`src/rtl/uart_pkg.sv`:
```
// Shared definitions for the UART transmit path: arbiter FSM encoding and ASCII constants.
package uart_pkg;

    typedef enum logic [2:0] {
        IDLE    = 3'd0,
        SEND    = 3'd1,
        WAIT_HI = 3'd2,
        WAIT_LO = 3'd3,
        NEXT    = 3'd4
    } state_t;

    localparam logic [7:0] ASCII_0  = 8'h30;
    localparam logic [7:0] ASCII_E  = 8'h45;
    localparam logic [7:0] ASCII_CR = 8'h0D;

endpackage

```
`src/rtl/rr_arbiter.sv`:
```
// Combinational round-robin pick: first requester at or after ptr, wrapping.
module rr_arbiter #(
    parameter int NREQ = 2,
    parameter int PW   = $clog2(NREQ)
) (
    input  logic [NREQ-1:0] req,
    input  logic [PW-1:0]   ptr,
    output logic [NREQ-1:0] gnt_next,
    output logic            valid
);

    logic [2*NREQ-1:0] dbl;
    logic [NREQ-1:0]   rot;
    logic [NREQ-1:0]   rot_gnt;
    logic [2*NREQ-1:0] dbl_gnt;

    // Rotate so ptr sits at bit 0, take the lowest set bit, rotate back.
    always_comb begin
        dbl     = {req, req} >> ptr;
        rot     = dbl[NREQ-1:0];
        rot_gnt = '0;
        valid   = 1'b0;
        for (int j = 0; j < NREQ; j++) begin
            if (!valid && rot[j]) begin
                rot_gnt[j] = 1'b1;
                valid      = 1'b1;
            end
        end
        dbl_gnt  = {rot_gnt, rot_gnt} << ptr;
        gnt_next = dbl_gnt[2*NREQ-1:NREQ];
    end

endmodule

```
`src/rtl/uart_tx_arbiter.sv`:
```
// Round-robin message arbiter in front of the single TransmitData serializer.
module uart_tx_arbiter
    import uart_pkg::*;
#(
    parameter int NREQ         = 2,
    parameter int BUSY_TIMEOUT = 16
) (
    input  logic              clk,
    input  logic              reset,
    input  logic [NREQ-1:0]   req,
    input  logic [NREQ-1:0]   last,
    input  logic [8*NREQ-1:0] data,
    output logic [NREQ-1:0]   ack,
    output logic [NREQ-1:0]   grant,
    output logic              txdStart,
    output logic [7:0]        txdData,
    input  logic              txdBusy,
    output logic              busy,
    output logic              timeout_err
);

    localparam int PW = $clog2(NREQ);
    localparam int CW = $clog2(BUSY_TIMEOUT + 1);

    state_t            state_q, state_d;
    logic [NREQ-1:0]   grant_q, grant_d;
    logic [NREQ-1:0]   ack_q, ack_d;
    logic [PW-1:0]     ptr_q, ptr_d;
    logic [PW-1:0]     gidx_q, gidx_d;
    logic              txd_start_q, txd_start_d;
    logic [7:0]        txd_data_q, txd_data_d;
    logic              lastflag_q, lastflag_d;
    logic [CW-1:0]     cnt_q, cnt_d;
    logic              tmo_q, tmo_d;
    logic              busy_q, busy_d;

    logic [NREQ-1:0]   gnt_next;
    logic              gnt_valid;
    logic [PW-1:0]     pick_idx;
    logic [7:0]        bytes [NREQ];

    for (genvar i = 0; i < NREQ; i++) begin : g_bytes
        assign bytes[i] = data[8*i +: 8];
    end

    rr_arbiter #(.NREQ(NREQ), .PW(PW)) u_rr (
        .req      (req),
        .ptr      (ptr_q),
        .gnt_next (gnt_next),
        .valid    (gnt_valid)
    );

    // One-hot pick to index, so the holder can address its byte lane.
    always_comb begin
        pick_idx = '0;
        for (int i = 0; i < NREQ; i++) begin
            if (gnt_next[i]) pick_idx = PW'(i);
        end
    end

    // Next-state and registered-output logic; pulses default low every cycle.
    always_comb begin
        state_d     = state_q;
        grant_d     = grant_q;
        ack_d       = '0;
        ptr_d       = ptr_q;
        gidx_d      = gidx_q;
        txd_start_d = 1'b0;
        txd_data_d  = txd_data_q;
        lastflag_d  = lastflag_q;
        cnt_d       = cnt_q;
        tmo_d       = 1'b0;
        case (state_q)
            IDLE: begin
                if (gnt_valid) begin
                    grant_d = gnt_next;
                    gidx_d  = pick_idx;
                    state_d = SEND;
                end
            end
            SEND: begin
                txd_data_d  = bytes[gidx_q];
                txd_start_d = 1'b1;
                ack_d       = grant_q;
                lastflag_d  = last[gidx_q];
                cnt_d       = '0;
                state_d     = WAIT_HI;
            end
            WAIT_HI: begin
                if (txdBusy) begin
                    state_d = WAIT_LO;
                end else if (cnt_q == CW'(BUSY_TIMEOUT - 1)) begin
                    // Serializer never answered; treat the byte as sent so the message can finish.
                    tmo_d   = 1'b1;
                    state_d = NEXT;
                end else begin
                    cnt_d = cnt_q + 1'b1;
                end
            end
            WAIT_LO: begin
                if (!txdBusy) state_d = NEXT;
            end
            NEXT: begin
                if (lastflag_q) begin
                    grant_d = '0;
                    ptr_d   = (gidx_q == PW'(NREQ - 1)) ? '0 : gidx_q + 1'b1;
                    state_d = IDLE;
                end else if (req[gidx_q]) begin
                    state_d = SEND;
                end
                // Otherwise the holder keeps the UART until it supplies the rest of its message.
            end
            default: state_d = IDLE;
        endcase
        busy_d = |grant_d;
    end

    // State and output registers with synchronous reset.
    always_ff @(posedge clk) begin
        if (reset) begin
            state_q     <= IDLE;
            grant_q     <= '0;
            ack_q       <= '0;
            ptr_q       <= '0;
            gidx_q      <= '0;
            txd_start_q <= 1'b0;
            txd_data_q  <= 8'h00;
            lastflag_q  <= 1'b0;
            cnt_q       <= '0;
            tmo_q       <= 1'b0;
            busy_q      <= 1'b0;
        end else begin
            state_q     <= state_d;
            grant_q     <= grant_d;
            ack_q       <= ack_d;
            ptr_q       <= ptr_d;
            gidx_q      <= gidx_d;
            txd_start_q <= txd_start_d;
            txd_data_q  <= txd_data_d;
            lastflag_q  <= lastflag_d;
            cnt_q       <= cnt_d;
            tmo_q       <= tmo_d;
            busy_q      <= busy_d;
        end
    end

    assign grant       = grant_q;
    assign ack         = ack_q;
    assign txdStart    = txd_start_q;
    assign txdData     = txd_data_q;
    assign busy        = busy_q;
    assign timeout_err = tmo_q;

endmodule

```
`config.mk`:
```
export PLATFORM = sky130hd
export DESIGN_NAME = uart_tx_arbiter
export DESIGN_NICKNAME = d
export VERILOG_FILES = /design/src/rtl/uart_pkg.sv /design/src/rtl/rr_arbiter.sv /design/src/rtl/uart_tx_arbiter.sv
export SDC_FILE = /design/constraint.sdc
export NUM_CORES = 1
export LEC_CHECK = 0
export BUFFER_PORTS_ARGS = -buffer_cell sky130_fd_sc_hd__buf_4
export CAP_MARGIN = 5
export CELL_PAD_IN_SITES_DETAIL_PLACEMENT = 0
export CELL_PAD_IN_SITES_GLOBAL_PLACEMENT = 1
export CORE_ASPECT_RATIO = 1.2
export CORE_MARGIN = 8
export CORE_UTILIZATION = 33
export DETAILED_ROUTE_END_ITERATION = 10
export PLACE_DENSITY_LB_ADDON = 0.25
export REMOVE_ABC_BUFFERS = 1
export SLEW_MARGIN = 10
export SYNTH_ARGS = -nofsm -noshare
export SYNTH_HDL_FRONTEND = slang
export SYNTH_SLANG_ARGS = --single-unit
export TNS_END_PERCENT = 100
```
`constraint.sdc`:
```
create_clock -name clk -period 1.9 [get_ports clk]
set_input_delay 0.38 -clock clk [delete_from_list [all_inputs] [get_ports clk]]
set_output_delay 0.38 -clock clk [all_outputs]
set_load 0.1 [all_outputs]
```
==> results of run 1 <==
[kinds of logic after synthesis]
family | after synthesis
simple gates | 54
xor+xnor | 2
compound gates | 25
flops | 26
buf+inv | 12
fa+ha+maj | 2
mux | 12
[registers in the layout, summed over array words and instances, names as in the netlist]
signal,count
state_q,3
busy,1
grant,2
lastflag_q,1
timeout_err,1
txdStart,1
ack,2
cnt_q,5
gidx_q,1
ptr_q,1
txdData,8
[layout make-up]
class	instances	area (sq um)	share of cell area (%)
Inverter	3	11.3	0.690
Timing Repair Buffer	40	300	18.4
Sequential cell	26	520	31.9
Tap cell	52	65.1	3.99
Clock buffer	4	55.1	3.37
Multi-Input combinational cell	95	679	41.6
[routing by layer]
| layer | share of wire, % | wire [microns] | vias up | track usage [%] |
|---|---|---|---|---|
| li1 | - | - | 544 | - |
| met1 | 43 | 1230 | 478 | 10.9 |
| met2 | 50 | 1440 | 23 | 16.2 |
| met3 | 5.4 | 153 | 5 | 3.25 |
| met4 | 1.2 | 34 | 0 | 3.28 |
| met5 | 0 | 0 | - | 0 |
[power breakdown]
| group | internal [mW] | leakage [nW] | total [mW] | switching, mW |
|---|---|---|---|---|
| sequential | 0.646 | 0.213 | 0.743 | 0.0971 |
| combinational | 0.299 | 0.383 | 1.08 | 0.781 |
| clock | 0.185 | 0.0288 | 0.348 | 0.163 |
| total | 1.13 | 0.625 | 2.17 | 1.04 |
[critical path, cell delays in order, from the launching register on]
cell and delay [ns]:
dfxtp_1 0.35, ha_1 0.21, and3_1 0.19, ha_1 0.22, nor3_4 0.31, mux2_2 0.38, nor2_1 0.09
[final timing paths]
| path | slack (ns) | to | startpoint |
|---|---|---|---|
| worst min-delay path | 0.31 | timeout_err | txdBusy |
| worst min register to register | 0.50 | grant[0] | grant[0] |
| worst max-delay path | 0.09 | cnt_q[0] | cnt_q[0] |
| worst max register to register | 0.09 | cnt_q[0] | cnt_q[0] |
[stage by stage]
stage | std cells | area [sq um] | TNS (ns)
6_report | 220 | 1630 | 0
3_3_place_gp | 216 | 1580 | 0
3_5_place_dp | 216 | 1580 | 0
5_1_grt | 220 | 1630 | 0
2_1_floorplan | 124 | 1210 | -0.825
4_1_cts | 220 | 1630 | 0
[cells in the final DEF (no fill, tap or decap), types with 2 or more instances in the layout]
master    count
a211oi_1      9
a21oi_1       6
a21oi_2       2
and2_1        2
buf_4        40
clkbuf_8      4
dfxtp_1      26
ha_1          2
inv_1         3
mux2_2        2
mux2i_1      10
nand2_1       8
nand3_1       5
nand3b_1      2
nor2_1       19
nor3_1        3
nor3_2        2
o21ai_0       4
xnor2_1       2
[synth_stat cells]
cell type / number
and2_1: 2
nor2_1: 19
mux2_2: 2
o21ai_0: 4
a21oi_1: 6
nand4bb_1: 1
nor4b_4: 1
a21oi_2: 2
clkbuf_1: 3
ha_1: 2
or4_4: 1
nand2_1: 8
nor3_2: 1
xnor2_1: 2
buf_6: 2
a32oi_1: 1
nor3_4: 1
nor4_1: 1
mux2i_1: 10
nand3b_1: 2
nand3_1: 5
and4b_1: 1
nor3_1: 4
inv_1: 3
a2111oi_2: 1
nor4_4: 1
or2_4: 1
o31ai_1: 1
nand2b_1: 1
a22oi_1: 1
dfxtp_1: 26
nand2b_4: 1
nor3b_1: 1
and3_1: 1
buf_2: 4
a211oi_1: 9
or3b_1: 1
==> flow_metrics.tcl, run 1 <==
set metrics [dict create \
    grt-ovfl-total 0 \
    drt_iter0_markers 41 \
    layout-drive-gt1-share_pct 33.9 \
    skew_ns 0.00286 \
    slew_violations 0 \
    grt_max_degree 25 \
    drcViolationCount 0 \
    synthDistinctLibCells 37 \
    io_buffers 37 \
    crit_fanout 6 \
    hold_viol 0 \
    globalplace.congestion 0.689 \
    cap_viol_max_count 0 \
    max_slew_margin_pct 68.1 \
    min_path_cells 2 \
    final_core_util_pct 44.5 \
    dp_slack_ns 0.105 \
    grt_pass1_vias 1069 \
    ys_seq_area_share_pct 41.3 \
    setup_ws_ns 0.0947 \
    syn_inst 133 \
    synth.area.mux_share_pct 9.73 \
    fmax_ghz 0.554 \
    start_util_pct 34.4 \
    viasPerCell 4.77 \
    nets 194 \
    synthXorXnorAreaFrac_pct 1.39 \
    ys_ff_latch 26 \
    post-cts-setup-buffers 0 \
    antenna_left 0 \
    fin_crit_ns 1.81 \
    synthTopCellsByArea "dfxtp_1, mux2i_1, nor2_1" \
    ctsHtreeMaxLevel 1 \
    dp_hpwl_mm 2.20 \
    holdBufCountCts 0 \
    synth-simple-area-share_pct 26.6 \
    cts-root-buf "clkbuf_8" \
    status "finished clean" \
    clockBufferDepth 2 \
    hold_path.class "input pin to flip-flop" \
    clkSinkCount 26 \
    synth_adder_area_share_pct 1.99 \
    p_per_area_nw_per_um2 1330 \
    worst_hold_slack_ns 0.313 \
    yosys.area.top_type "dfxtp_1" \
    cts_tree "done" \
    grt_pass1_wl_mm 4.80 \
    synth_compound_gate_area_share_pct 13.8 \
    vias 1050 \
    die_h_microns 83.7 \
    synth_area_per_cell_sq_um 9.47 \
    r2r_cells 6 \
    postCtsResizedCells 0 \
    antenna_found_initial 0 \
    design.die.area_sq_um 6060 \
    drt_pre_antenna_iters 4 \
    core_area_sq_um 3660 \
    power.total_mw 2.17 \
    gr-usage-all-layers_pct 9.62 \
    num_io_pins 38 \
    leakagePower_nw 0.625 \
    irDropWorstVdd_mv 0.787 \
    crit_path_start_kind "flip-flop" \
    required_ns 2.11 \
    rsz0062_at_grt "no" \
    finalCritPeriodShare_pct 95.0 \
    crit_arrival_ns 2.01 \
    crit_path_end_kind "flip-flop" \
    clkLatencyLatePin_ns 0.26 \
    syn_area_sq_um 1260 \
    diodes 0 \
    routed_wl_mm 2.86 \
    synth_top_family_by_area "simple AND/OR/NAND/NOR gates" \
    post-synth-top-area-fraction_pct 41.3 \
    routedWlPerCell_microns 13.0 \
    fillerInstances 378 \
    die_w_microns 72.4 \
    path_class "flip-flop to flip-flop" \
    yosys_warnings 0 \
    worst_pin_slew_ns 0.475 \
    setup_viol 0 \
    rows 24 \
    cts_made_buffers 3 \
    areaGrowthSynthToFinish_pct 29.5 \
    clk_pin_slew_ns 0.09 \
]
(Power assumes the default switching activity.)
==> run 2, diff against run 1 <==
==> constraint.sdc (replaced) <==
create_clock -name clk -period 1.9 [get_ports clk]
set_input_delay 0 -clock clk [delete_from_list [all_inputs] [get_ports clk]]
set_output_delay 0 -clock clk [all_outputs]
set_load 0.1 [all_outputs]
==> flow_metrics.tcl, run 2 (same netlist as run 1, synthesis figures left out) <==
set metrics [dict create \
    clkLatencyLatePin_ns 0.26 \
    worst_hold_slack_ns 0.0644 \
    fin_crit_ns 1.81 \
    r2r-start "cnt_q[0]" \
    crit_fanout 6 \
    min_from "req[1]" \
    fmax_ghz 0.554 \
    layout-drive-gt1-share_pct 33.7 \
    diodes 0 \
    rows 24 \
    final_common_cell "buf_4" \
    cts_made_buffers 3 \
    leakagePower_nw 0.629 \
    antenna_left 0 \
    cts-root-buf "clkbuf_8" \
    hold_viol 0 \
    required_ns 2.11 \
    reg2reg_slack_ns 0.09 \
    p_per_area_nw_per_um2 1320 \
    design.die.area_sq_um 6060 \
    cts_tree "done" \
    cap_viol_max_count 0 \
    areaGrowthSynthToFinish_pct 30.3 \
    final_cells 221 \
    ctsHtreeMaxLevel 1 \
    num_io_pins 38 \
    grt-ovfl-total 0 \
    r2r_cells 6 \
    fillerInstances 377 \
    reg2reg_to "cnt_q[0]" \
    crit_arrival_ns 2.01 \
    clkSinkCount 26 \
    postCtsResizedCells 0 \
    largest_reg_flops 8 \
    dp.cells 216 \
    finalCritPeriodShare_pct 95.0 \
    hold_path.class "input pin to flip-flop" \
    max_slew_margin_pct 68.1 \
    rsz0062_at_grt "no" \
    clk_pin_slew_ns 0.09 \
    path_class "flip-flop to flip-flop" \
    layout_common_cells "buf_4, dfxtp_1, nor2_1" \
    routedWlPerCell_microns 12.9 \
    worst_pin_slew_ns 0.475 \
    grt_max_degree 25 \
    drcViolationCount 0 \
    slew_violations 0 \
    clockBufferDepth 2 \
    nets 195 \
    irDropWorstVdd_mv 0.787 \
    drt_iter0_markers 32 \
    setup_viol 0 \
    core_area_sq_um 3660 \
    skew_ns 0.00285 \
    status "finished clean" \
    dp_hpwl_mm 2.20 \
    globalplace.congestion 0.689 \
    grt_pass1_vias 1074 \
    gr-usage-all-layers_pct 9.69 \
    min_to "gidx_q" \
    antenna_found_initial 0 \
    min_path_cells 3 \
    routed_wl_mm 2.86 \
    grt_pass1_wl_mm 4.84 \
    io_buffers 37 \
    viasPerCell 4.77 \
    start_util_pct 34.4 \
    crit_path_end_kind "flip-flop" \
    drt_pre_antenna_iters 4 \
    die_w_microns 72.4 \
    crit_path_start_kind "flip-flop" \
    vias 1054 \
    post-cts-setup-buffers 0 \
    die_h_microns 83.7 \
]
-- run 2: cell types whose count changed in the layout (fill, tap and decap cells not counted), sizes merged --
| cell | before | now |
|---|---|---|
| dlygate4sd3 | 0 | 1 |
-- run 2: cell type report --
| class | count | area, sq um | area share [%] |
|---|---|---|---|
| Clock buffer | 4 | 55.1 | 3.35 |
| Multi-Input combinational cell | 95 | 679 | 41.4 |
| Inverter | 3 | 11.3 | 0.686 |
| Tap cell | 52 | 65.1 | 3.96 |
| Timing Repair Buffer | 41 | 310 | 18.9 |
| Sequential cell | 26 | 520 | 31.7 |
-- run 2: layer usage --
layer  global-route usage, %  vias to the layer above  part of all wire, %
li1                        -                      546                    -
met1                    11.0                      480                   43
met2                    16.4                       23                   51
met3                    3.13                        5                  5.0
met4                    3.28                        0                  1.2
met5                       0                        -                    0
-- run 2: critical path: stages, from the launching register on --
cell and delay (ns):
dfxtp_1 0.35, ha_1 0.21, and3_1 0.19, ha_1 0.22, nor3_4 0.31, mux2_2 0.38, nor2_1 0.09
-- run 2: how the worst max path moves through the flow --
stage	end	depth (start not counted)	startpoint
floorplan	lastflag_q	4	state_q[0]
finish	cnt_q[0]	6	cnt_q[0]
detailed placement	cnt_q[0]	6	cnt_q[0]
global placement	cnt_q[4]	6	cnt_q[0]
CTS	cnt_q[0]	6	cnt_q[0]
global route	cnt_q[0]	6	cnt_q[0]
-- run 2: power by group --
part	switching [mW]	internal (mW)	leakage, nW
Combinational	0.782	0.300	0.387
Sequential	0.0971	0.646	0.213
Clock	0.163	0.185	0.0288
Total	1.04	1.13	0.629
-- run 2: what timing repair did --
item / in CTS / in global routing
hold buffers: 1 / 0
endpoints found under the setup margin: 0 / 0
endpoints found under the hold margin: 1 / 0
-- run 2: through the flow --
step	TNS (ns)	power, mW	util, %	cell area [sq um]	setup slack, ns
2_1_floorplan	-0.825	1.58	-	1210	-0.0917
3_3_place_gp	0	1.83	43.0	1580	0.181
3_5_place_dp	0	1.85	43.0	1580	0.105
4_1_cts	0	2.20	44.8	1640	0.0829
5_1_grt	0	2.30	44.8	1640	0.00223
6_report	0	2.17	44.8	1640	0.0947
